===== config.mk =====
export PLATFORM = sky130hd
export DESIGN_NAME = lifo_arbiter
export DESIGN_NICKNAME = d
export VERILOG_FILES = /design/src/rtl/lifo_arb_pkg.sv /design/src/rtl/lifo_arbiter_rr_picker.sv /design/src/rtl/lifo_arbiter.sv
export SDC_FILE = /design/constraint.sdc
export NUM_CORES = 1
export LEC_CHECK = 0
export CAP_MARGIN = 20
export CORE_UTILIZATION = 25
export CTS_CLUSTER_SIZE = 20
export DETAILED_ROUTE_END_ITERATION = 12
export PLACE_DENSITY_LB_ADDON = 0.25
export SYNTH_ARGS = -nofsm -noshare
export SYNTH_HDL_FRONTEND = slang
export SYNTH_SLANG_ARGS = --single-unit

===== constraint.sdc =====
create_clock -name clk_i -period 8.6 [get_ports clk_i]
set_clock_uncertainty 0.1 [all_clocks]
set_input_delay 1.72 -clock clk_i [delete_from_list [all_inputs] [get_ports clk_i]]
set_output_delay 1.72 -clock clk_i [all_outputs]
set_load 0.05 [all_outputs]

===== src/rtl/lifo_arb_pkg.sv =====
// lifo_arb_pkg: shared types and helpers for the LIFO arbiter slice.
package lifo_arb_pkg;

   // Per-requester operation encoding carried on op_i
   typedef enum logic {
      OP_PUSH = 1'b0,
      OP_POP  = 1'b1
   } op_t;

   // Number of words the LIFO holds for a given address width
   function automatic int unsigned capacity(input int unsigned awidth);
      return 32'd1 << awidth;
   endfunction

endpackage : lifo_arb_pkg


===== src/rtl/lifo_arbiter_rr_picker.sv =====
// rr_picker: picks one requester from an eligible mask, searching upward
// from ptr and wrapping. Returns the winner one-hot and as a binary index.
// With ptr tied to zero it degenerates to fixed priority, index 0 highest.
module rr_picker
   import lifo_arb_pkg::*;
#(
   parameter int unsigned NREQ = 4,
   parameter int unsigned IW   = $clog2(NREQ)
) (
   input  logic [NREQ-1:0] eligible,
   input  logic [IW-1:0]   ptr,
   output logic [NREQ-1:0] grant,
   output logic [IW-1:0]   idx,
   output logic            found
);

   // First eligible requester at or after ptr, modulo NREQ
   always_comb begin
      grant = '0;
      idx   = '0;
      found = 1'b0;
      for (int unsigned i = 0; i < NREQ; i++) begin
         logic [IW-1:0] cand;
         cand = IW'((32'(ptr) + i) % NREQ);
         if (!found && eligible[cand]) begin
            found = 1'b1;
            idx   = cand;
            grant = NREQ'(1) << cand;
         end
      end
   end

endmodule : rr_picker


===== src/rtl/lifo_arbiter.sv =====
// lifo_arbiter: shares one LIFO between NREQ push/pop requesters.
// Build option: define LIFO_ARB_RR_EN for round-robin arbitration; otherwise
// fixed priority with requester 0 highest.
// Occupancy is tracked by a shadow counter so grants never wait on the
// LIFO's own status flags, which lag the strobes by one cycle.
module lifo_arbiter
   import lifo_arb_pkg::*;
#(
   parameter int unsigned DWIDTH = 16,
   parameter int unsigned AWIDTH = 8,
   parameter int unsigned NREQ   = 4
) (
   input  logic                   clk_i,
   input  logic                   srst_i,
   input  logic [NREQ-1:0]        req_i,
   input  logic [NREQ-1:0]        op_i,
   input  logic [NREQ*DWIDTH-1:0] wdata_i,
   output logic [NREQ-1:0]        ack_o,
   output logic [NREQ-1:0]        rvalid_o,
   output logic [DWIDTH-1:0]      rdata_o,
   output logic [AWIDTH:0]        usedw_o,
   output logic [DWIDTH-1:0]      lifo_data_o,
   output logic                   lifo_wrreq_o,
   output logic                   lifo_rdreq_o,
   input  logic [DWIDTH-1:0]      lifo_q_i
);

   localparam int unsigned IW = $clog2(NREQ);
   localparam int unsigned UW = AWIDTH + 1;
   localparam logic [AWIDTH:0] CAP = UW'(capacity(AWIDTH));

   logic [DWIDTH-1:0] wdata_arr [NREQ];
   logic [NREQ-1:0]   eligible;
   logic [NREQ-1:0]   win_onehot;
   logic [IW-1:0]     win_idx;
   logic              win_found;
   op_t               win_op;
   logic              full;
   logic              empty;
   logic [IW-1:0]     ptr;
   logic              pend;
   logic [IW-1:0]     pend_idx;
   logic [NREQ-1:0]   rvalid_q;

   // Unpack the flattened push data bus into one word per requester
   for (genvar g = 0; g < NREQ; g++) begin : g_unpack
      assign wdata_arr[g] = wdata_i[g*DWIDTH +: DWIDTH];
   end

   assign full  = (usedw_o == CAP);
   assign empty = (usedw_o == '0);

   // Eligible: requesting, operation possible at current occupancy, and not
   // in its own ack cycle (its req_i may still be the request just served)
   always_comb begin
      eligible = '0;
      for (int unsigned k = 0; k < NREQ; k++) begin
         eligible[k] = req_i[k] && !ack_o[k]
                       && !((op_t'(op_i[k]) == OP_PUSH) && full)
                       && !((op_t'(op_i[k]) == OP_POP)  && empty);
      end
   end

   rr_picker #(
      .NREQ (NREQ),
      .IW   (IW)
   ) u_picker (
      .eligible (eligible),
      .ptr      (ptr),
      .grant    (win_onehot),
      .idx      (win_idx),
      .found    (win_found)
   );

   assign win_op = op_t'(op_i[win_idx]);

`ifdef LIFO_ARB_RR_EN
   // Round-robin pointer: search resumes just past the last winner
   always_ff @(posedge clk_i) begin
      if (srst_i) begin
         ptr <= '0;
      end else if (win_found) begin
         ptr <= (win_idx == IW'(NREQ - 1)) ? '0 : win_idx + IW'(1);
      end
   end
`else
   assign ptr = '0;
`endif

   // Grant edge: ack pulse, LIFO strobe, push data and shadow occupancy
   always_ff @(posedge clk_i) begin
      if (srst_i) begin
         ack_o        <= '0;
         lifo_wrreq_o <= 1'b0;
         lifo_rdreq_o <= 1'b0;
         lifo_data_o  <= '0;
         usedw_o      <= '0;
      end else begin
         ack_o        <= win_found ? win_onehot : '0;
         lifo_wrreq_o <= win_found && (win_op == OP_PUSH);
         lifo_rdreq_o <= win_found && (win_op == OP_POP);
         if (win_found && (win_op == OP_PUSH)) begin
            lifo_data_o <= wdata_arr[win_idx];
            usedw_o     <= usedw_o + UW'(1);
         end else if (win_found) begin
            usedw_o     <= usedw_o - UW'(1);
         end
      end
   end

   // Pop return tracking: remember the pop winner, strobe it when q is valid
   always_ff @(posedge clk_i) begin
      if (srst_i) begin
         pend     <= 1'b0;
         pend_idx <= '0;
         rvalid_q <= '0;
      end else begin
         pend     <= win_found && (win_op == OP_POP);
         pend_idx <= win_idx;
         rvalid_q <= pend ? (NREQ'(1) << pend_idx) : '0;
      end
   end

   // A reset arriving while the strobe is due cancels it
   assign rvalid_o = srst_i ? '0 : rvalid_q;
   assign rdata_o  = (rvalid_o != '0) ? lifo_q_i : '0;

endmodule : lifo_arbiter


==> results of run 1 <==
-- metrics by stage --
step | util, % | total power (W) | std cells
final | 43.1 | 0.00120 | 544
after detailed placement | 41.8 | 0.00105 | 535
after floorplan | - | 0.000846 | 285
after global placement | 41.8 | 0.00104 | 535
after global routing | 43.1 | 0.00128 | 544
after CTS | 43.1 | 0.00121 | 543
-- metal layers --
layer / part of all wire (%) / GRT usage [%]
met2: 49 / 28.0
met4: 2.1 / 6.24
met3: 6.8 / 3.47
met5: 0 / 0
met1: 42 / 16.6
-- Yosys cell counts (all sizes together), types with 3 or more instances --
master  count  area share [%]
inv         7             1.3
xnor2       6             2.1
and3        7             2.0
buf         9             3.1
nor2b      24             6.1
clkbuf     10             1.5
xor2        3             1.1
nand2b      5             1.3
nor4        3             1.3
dfxtp      37              30
o21a       16             4.9
nand2      16             2.4
o221ai     16             5.7
o21ai      21             4.4
ha          7             3.6
or3         3            0.76
nor2       13             2.0
mux2i      17             6.9
or2         3            0.87
a21oi      27             6.4
-- power groups by stage --
stage          combinational (W)  clock, W  sequential, W
2_1_floorplan           0.000428         0       0.000418
3_3_place_gp            0.000771         0       0.000269
6_report                0.000774  0.000157       0.000267
3_5_place_dp            0.000777         0       0.000271
4_1_cts                 0.000779  0.000163       0.000268
5_1_grt                 0.000839  0.000171       0.000275
-- sequential cells by signal, indices dropped and copies added (netlist names) --
| name | count |
|---|---|
| pend | 1 |
| ack_o | 4 |
| pend_idx | 2 |
| lifo_wrreq_o | 1 |
| rvalid_q | 4 |
| usedw_o | 9 |
| lifo_data_o | 16 |
-- final timing paths --
check | endpoint | slack (ns) | cells after the start
setup / recovery | rdata_o[14] | 2.52 | 6
hold / removal | rvalid_q[1] | 0.36 | 1
setup reg to reg | usedw_o[7] | 3.94 | 14
hold reg to reg | rvalid_q[1] | 0.36 | 1
-- critical path: stages --
cell and delay (ns):
clkdlybuf4s50_1 0.92, nor2b_1 0.16, nor4_2 0.43, buf_4 0.25, nor2b_1 0.06, clkdlybuf4s50_1 0.70
-- area by class of cell --
cell class	instances	area, µm²	share of cell area, %
Sequential cell	37	741	18.3
Timing Repair Buffer	141	1410	34.8
Inverter	7	31.3	0.774
Multi-Input combinational cell	222	1580	39.2
Clock inverter	1	30.0	0.743
Tap cell	129	161	3.99
Clock buffer	7	86.3	2.14
-- cells by family after synthesis --
kind of cell | Yosys count | synth area share, %
muxes | 17 | 6.93
xor gates and xnor gates | 9 | 3.21
AOI/OAI and AO/OA | 102 | 28.9
and+or+nand+nor | 86 | 20.5
DFF | 37 | 30.2
adders and majority gates | 8 | 4.38
buffers and inverters | 26 | 5.86
-- cells in the final DEF (no fill, tap or decap), types with 2 or more instances in the layout --
cell / instances
a311oi_1: 2
a31oi_1: 2
o21ai_0: 3
a21oi_2: 6
nor2b_1: 24
nor3b_1: 2
a211oi_1: 2
or2_2: 2
and2_1: 2
xnor2_1: 6
inv_1: 6
xor2_1: 3
a21oi_1: 21
dfxtp_1: 37
o31ai_1: 2
or3_1: 3
a21o_1: 2
nor2_1: 13
or4_4: 2
and3_1: 6
nor3_1: 2
o21a_1: 16
clkbuf_8: 6
o211ai_1: 2
o21ai_1: 17
o21bai_1: 2
nand2_1: 16
o221ai_1: 16
mux2i_1: 17
nor4_2: 3
ha_1: 7
clkdlybuf4s50_1: 140
nand2b_1: 5
==> reports/metrics.cfg, run 1 <==
[run_status]
run_status=complete, no violations

[critical_path]
worstSetupStartpoint=srst_i
cp-end-kind=primary output
arrival_ns=4.26
cp.required_ns=6.78
r2r_start=usedw_o[0]
path_class=input pin to primary output
cp_max_fo=18
start_kind=input pin

[place]
port_buffers=140
hpwl_um=5990
place_congestion=0.823
placed_area_mm2=0.00392
pre_cts_slack_ns=2.06

[power_and_ir_drop]
p_leak_nw=1.54
power.internal_w=0.000631
p_switching_w=0.000568
power_frac_seq_pct=22.3
swShare_pct=47.3
p_per_area_mw_per_mm2=296
worst_ir_drop_vdd_v=0.000175
p_comb_share_pct=64.6
clkPwrFrac_pct=13.1

[hold_path]
holdCritStartpoint=pend_idx[1]
hold_path.class=flip-flop to flip-flop

[cts]
cts_post_setup_buffers_inserted=0
cts_tree=yes
clk_latency_ns=0.29
cts_buffer_depth=2
cts_buffers=5
htree_levels=2
postCtsHoldBufs=0
cts-root-buf=clkbuf_8
path_clk_slew_ns=0.07
cts_resized=0
cts_sinks=37

[sta]
max_freq_mhz=165
maxSlewViolCount=0
grt_setup_unrepaired=no
layout_worst_path_cycle_share_pct=70.7
tightestPinTransition_ns=1.05
final.setup.tns_ns=0
fin_crit_ns=6.08
finalWorstSetupSlack_ns=2.52
slew_headroom_pct=29.6
setup_viol=0
holdWs_ns=0.361
finalHoldViolCount=0

[flow_run]
max_cap_violations=0

[synth]
synthDistinctLibCells=54
netlist_area_mm2=0.00245
ys_ff_latch=37
synth_ff_type=dfxtp_1
syn_nets=383
synth-async-reset-ratio_pct=0
synth.avg_cell_area_um2=8.61
ys_warn_count=0
synth-edff-count=0
syn_inst=285
yosysSeqAreaShare_pct=30.2

[cells_and_area]
design_area_mm2=0.00404
syn_to_final_growth_pct=64.7
nFillCells=983
diodes=0
drive_above_1_share_pct=6.75
final_nets=512

[detailed_routing]
dr.pass1.iters=4
wl_per_cell_um=14.5
drc_errors=0
drtIter0Drc=55
finalWirelength_um=7880
ant_nets=0
avgViaCountPerCell=4.80
vias=2610

[die]
die_x_um=101
start_util_pct=26.2
num_rows=35
dieArea_mm2=0.0102
die_h_um=101
pin_count=141
core_mm2=0.00937

[grt]
grt_use_total_pct=15.2
antenna_found_initial=0
grt_max_degree=34
gr-total-overflow=0
first_global_vias=2516
grt_pass1_wl_um=12000

No activity file was read; power rests on OpenSTA's default activity.
==> inputs of run 2 (changes only) <==
==> constraint.sdc (replaced) <==
create_clock -name clk_i -period 5.8 [get_ports clk_i]
set_clock_uncertainty 0.1 [all_clocks]
set_input_delay 1.16 -clock clk_i [delete_from_list [all_inputs] [get_ports clk_i]]
set_output_delay 1.16 -clock clk_i [all_outputs]
set_load 0.05 [all_outputs]
==> run 2 against run 1 <==
Net effect:
- core utilization is 0.51 points higher
- critical path depth is 9 higher
- cell area is 1.2% higher
- register-to-register slack worse by 2.3 ns
- routed wire length is 0.80% higher
- sequential share of layout area is 0.21 points lower
- power is 49% higher
- final cell count is 0.74% higher
- first-iteration DRC count is 100% higher
- worst hold slack worse by 0.0051 ns
- via count is 0.27% higher
- die area stayed put
- critical endpoint is now usedw_o[7]
- largest power group unchanged
==> reports/metrics.cfg, run 2 (synthesized netlist as in run 1, its figures left out) <==
[run_status]
run_status=complete, no violations

[critical_path]
path_class=input pin to flip-flop
arrival_ns=4.83
r2r_start=usedw_o[0]
critical_path_buf_inv_count=1
cpPeakStageDelay_ns=0.55
slowest_stage=a2111oi_0
r2r_slack_ns=1.68
path_depth=15
cp.required_ns=5.88
r2r-end=usedw_o[7]
worstPathCellList=clkdlybuf4s50_1, nor2b_1, o211ai_1, a21oi_1, o311ai_1, and3_4, or2_4, ha_1, a21o_1, a21oi_1, o21bai_1, a2111oi_0, o211ai_1, o31ai_1, nor3_1
r2r_cells=14
cp_top_family=compound AO/OA/AOI/OAI gates
cp_max_fo=9
start_kind=input pin
cp-end-kind=flip-flop

[cells_and_area]
seq_area_um2=741
largestRegisters=lifo_data_o (16), usedw_o (9)
multi_input_area_mm2=0.00158
syn_to_final_growth_pct=66.6
regMostFlops=lifo_data_o
design_area_mm2=0.00409
diodes=0
finalCoreUtilization_pct=43.6
largest_register_ff_count=16
final_nets=516
nFillCells=958
most-common-layout-cells=clkdlybuf4s50_1 (140), dfxtp_1 (37), nor2b_1 (24)
final_common_cell=clkdlybuf4s50_1
drive_above_1_share_pct=7.88

[sta]
tightestPinTransition_ns=0.602
finalWorstSetupSlack_ns=1.05
max_freq_mhz=210
layout_worst_path_cycle_share_pct=81.9
final.setup.tns_ns=0
finalHoldViolCount=0
grt_setup_unrepaired=no
fin_crit_ns=4.75
maxSlewViolCount=0
setup_viol=0
slew_headroom_pct=59.8

[power_and_ir_drop]
p_leak_nw=1.57
p_per_area_mw_per_mm2=435
worst_ir_drop_vdd_v=0.000337

[detailed_routing]
dr.pass1.iters=4
drtIter0Drc=111
finalWirelength_um=7950
drc_errors=0
wl_per_cell_um=14.5
vias=2617
ant_nets=0
avgViaCountPerCell=4.78

[grt]
grtUsageMet1_pct=18.4
antenna_found_initial=0
grt_pass1_wl_um=12400
gr-total-overflow=0
top_usage_layer=met2
first_global_vias=2529
grt.met3_usage_pct=4.16
grt_max_degree=34
grt_use_total_pct=15.6
use_met2_pct=27.8

[place]
hpwl_um=6130
pre_cts_slack_ns=0.799
place_congestion=0.829
placed_area_mm2=0.00394
port_buffers=140

[cts]
cts_post_setup_buffers_inserted=0
cts_sinks=37
path_clk_slew_ns=0.08
cts_resized=0
cts-root-buf=clkbuf_8
cts_buffer_depth=2
htree_levels=2
cts_buffers=5
postCtsHoldBufs=0
cts_tree=yes
clk_latency_ns=0.29

[die]
die_h_um=101
pin_count=141
dieArea_mm2=0.0102
core_mm2=0.00937
start_util_pct=26.2
die_x_um=101
num_rows=35

[hold_path]
worst_hold_path.num_cells=1
hold_path_end=rvalid_q[1]
hold_path.class=flip-flop to flip-flop
holdCritStartpoint=pend_idx[1]

[flow_run]
max_cap_violations=0

## run 2: cell types whose count changed in the layout (fill, tap and decap cells not counted), sizes merged
cell	delta
bufinv	-1
buf	+4
clkinv	+1
## run 2: worst max-delay path by stage
stage	from	end	slack (ns)
2_1_floorplan	srst_i	rdata_o[10]	1.19
3_3_place_gp	req_i[3]	usedw_o[7]	0.93
3_5_place_dp	req_i[3]	usedw_o[7]	0.80
4_1_cts	req_i[3]	usedw_o[7]	1.12
5_1_grt	req_i[3]	usedw_o[7]	0.74
6_report	req_i[3]	usedw_o[7]	1.05
## run 2: metrics by stage
| step | hold WS [ns] | std cells | total power, W |
|---|---|---|---|
| after global placement | 0.343 | 538 | 0.00155 |
| after global routing | 0.391 | 548 | 0.00191 |
| final | 0.356 | 548 | 0.00178 |
| after CTS | 0.355 | 546 | 0.00177 |
| after floorplan | 0.322 | 285 | 0.00125 |
| after detailed placement | 0.339 | 538 | 0.00156 |
## run 2: layout make-up
cell class | instances | share of cell area (%)
clock buffers | 7 | 2.36
clock inverters | 1 | 0.122
inverters | 7 | 0.765
multi-input cells | 222 | 38.7
flip-flops and latches | 37 | 18.1
well taps | 129 | 3.95
repair buffers | 145 | 36.0
## run 2: metal layers
| metal | vias to the layer above | wire [µm] |
|---|---|---|
| met2 | 89 | 3970 |
| met5 | - | 0 |
| met4 | 0 | 73 |
| li1 | 1316 | - |
| met1 | 1208 | 3360 |
| met3 | 4 | 542 |
## run 2: report_power, final
group / leakage (nW) / switching, W / internal [W]
combinational: 1.21 / 0.000694 / 0.000488
sequential: 0.306 / 0.0000698 / 0.000329
clock: 0.0542 / 0.0000926 / 0.000107
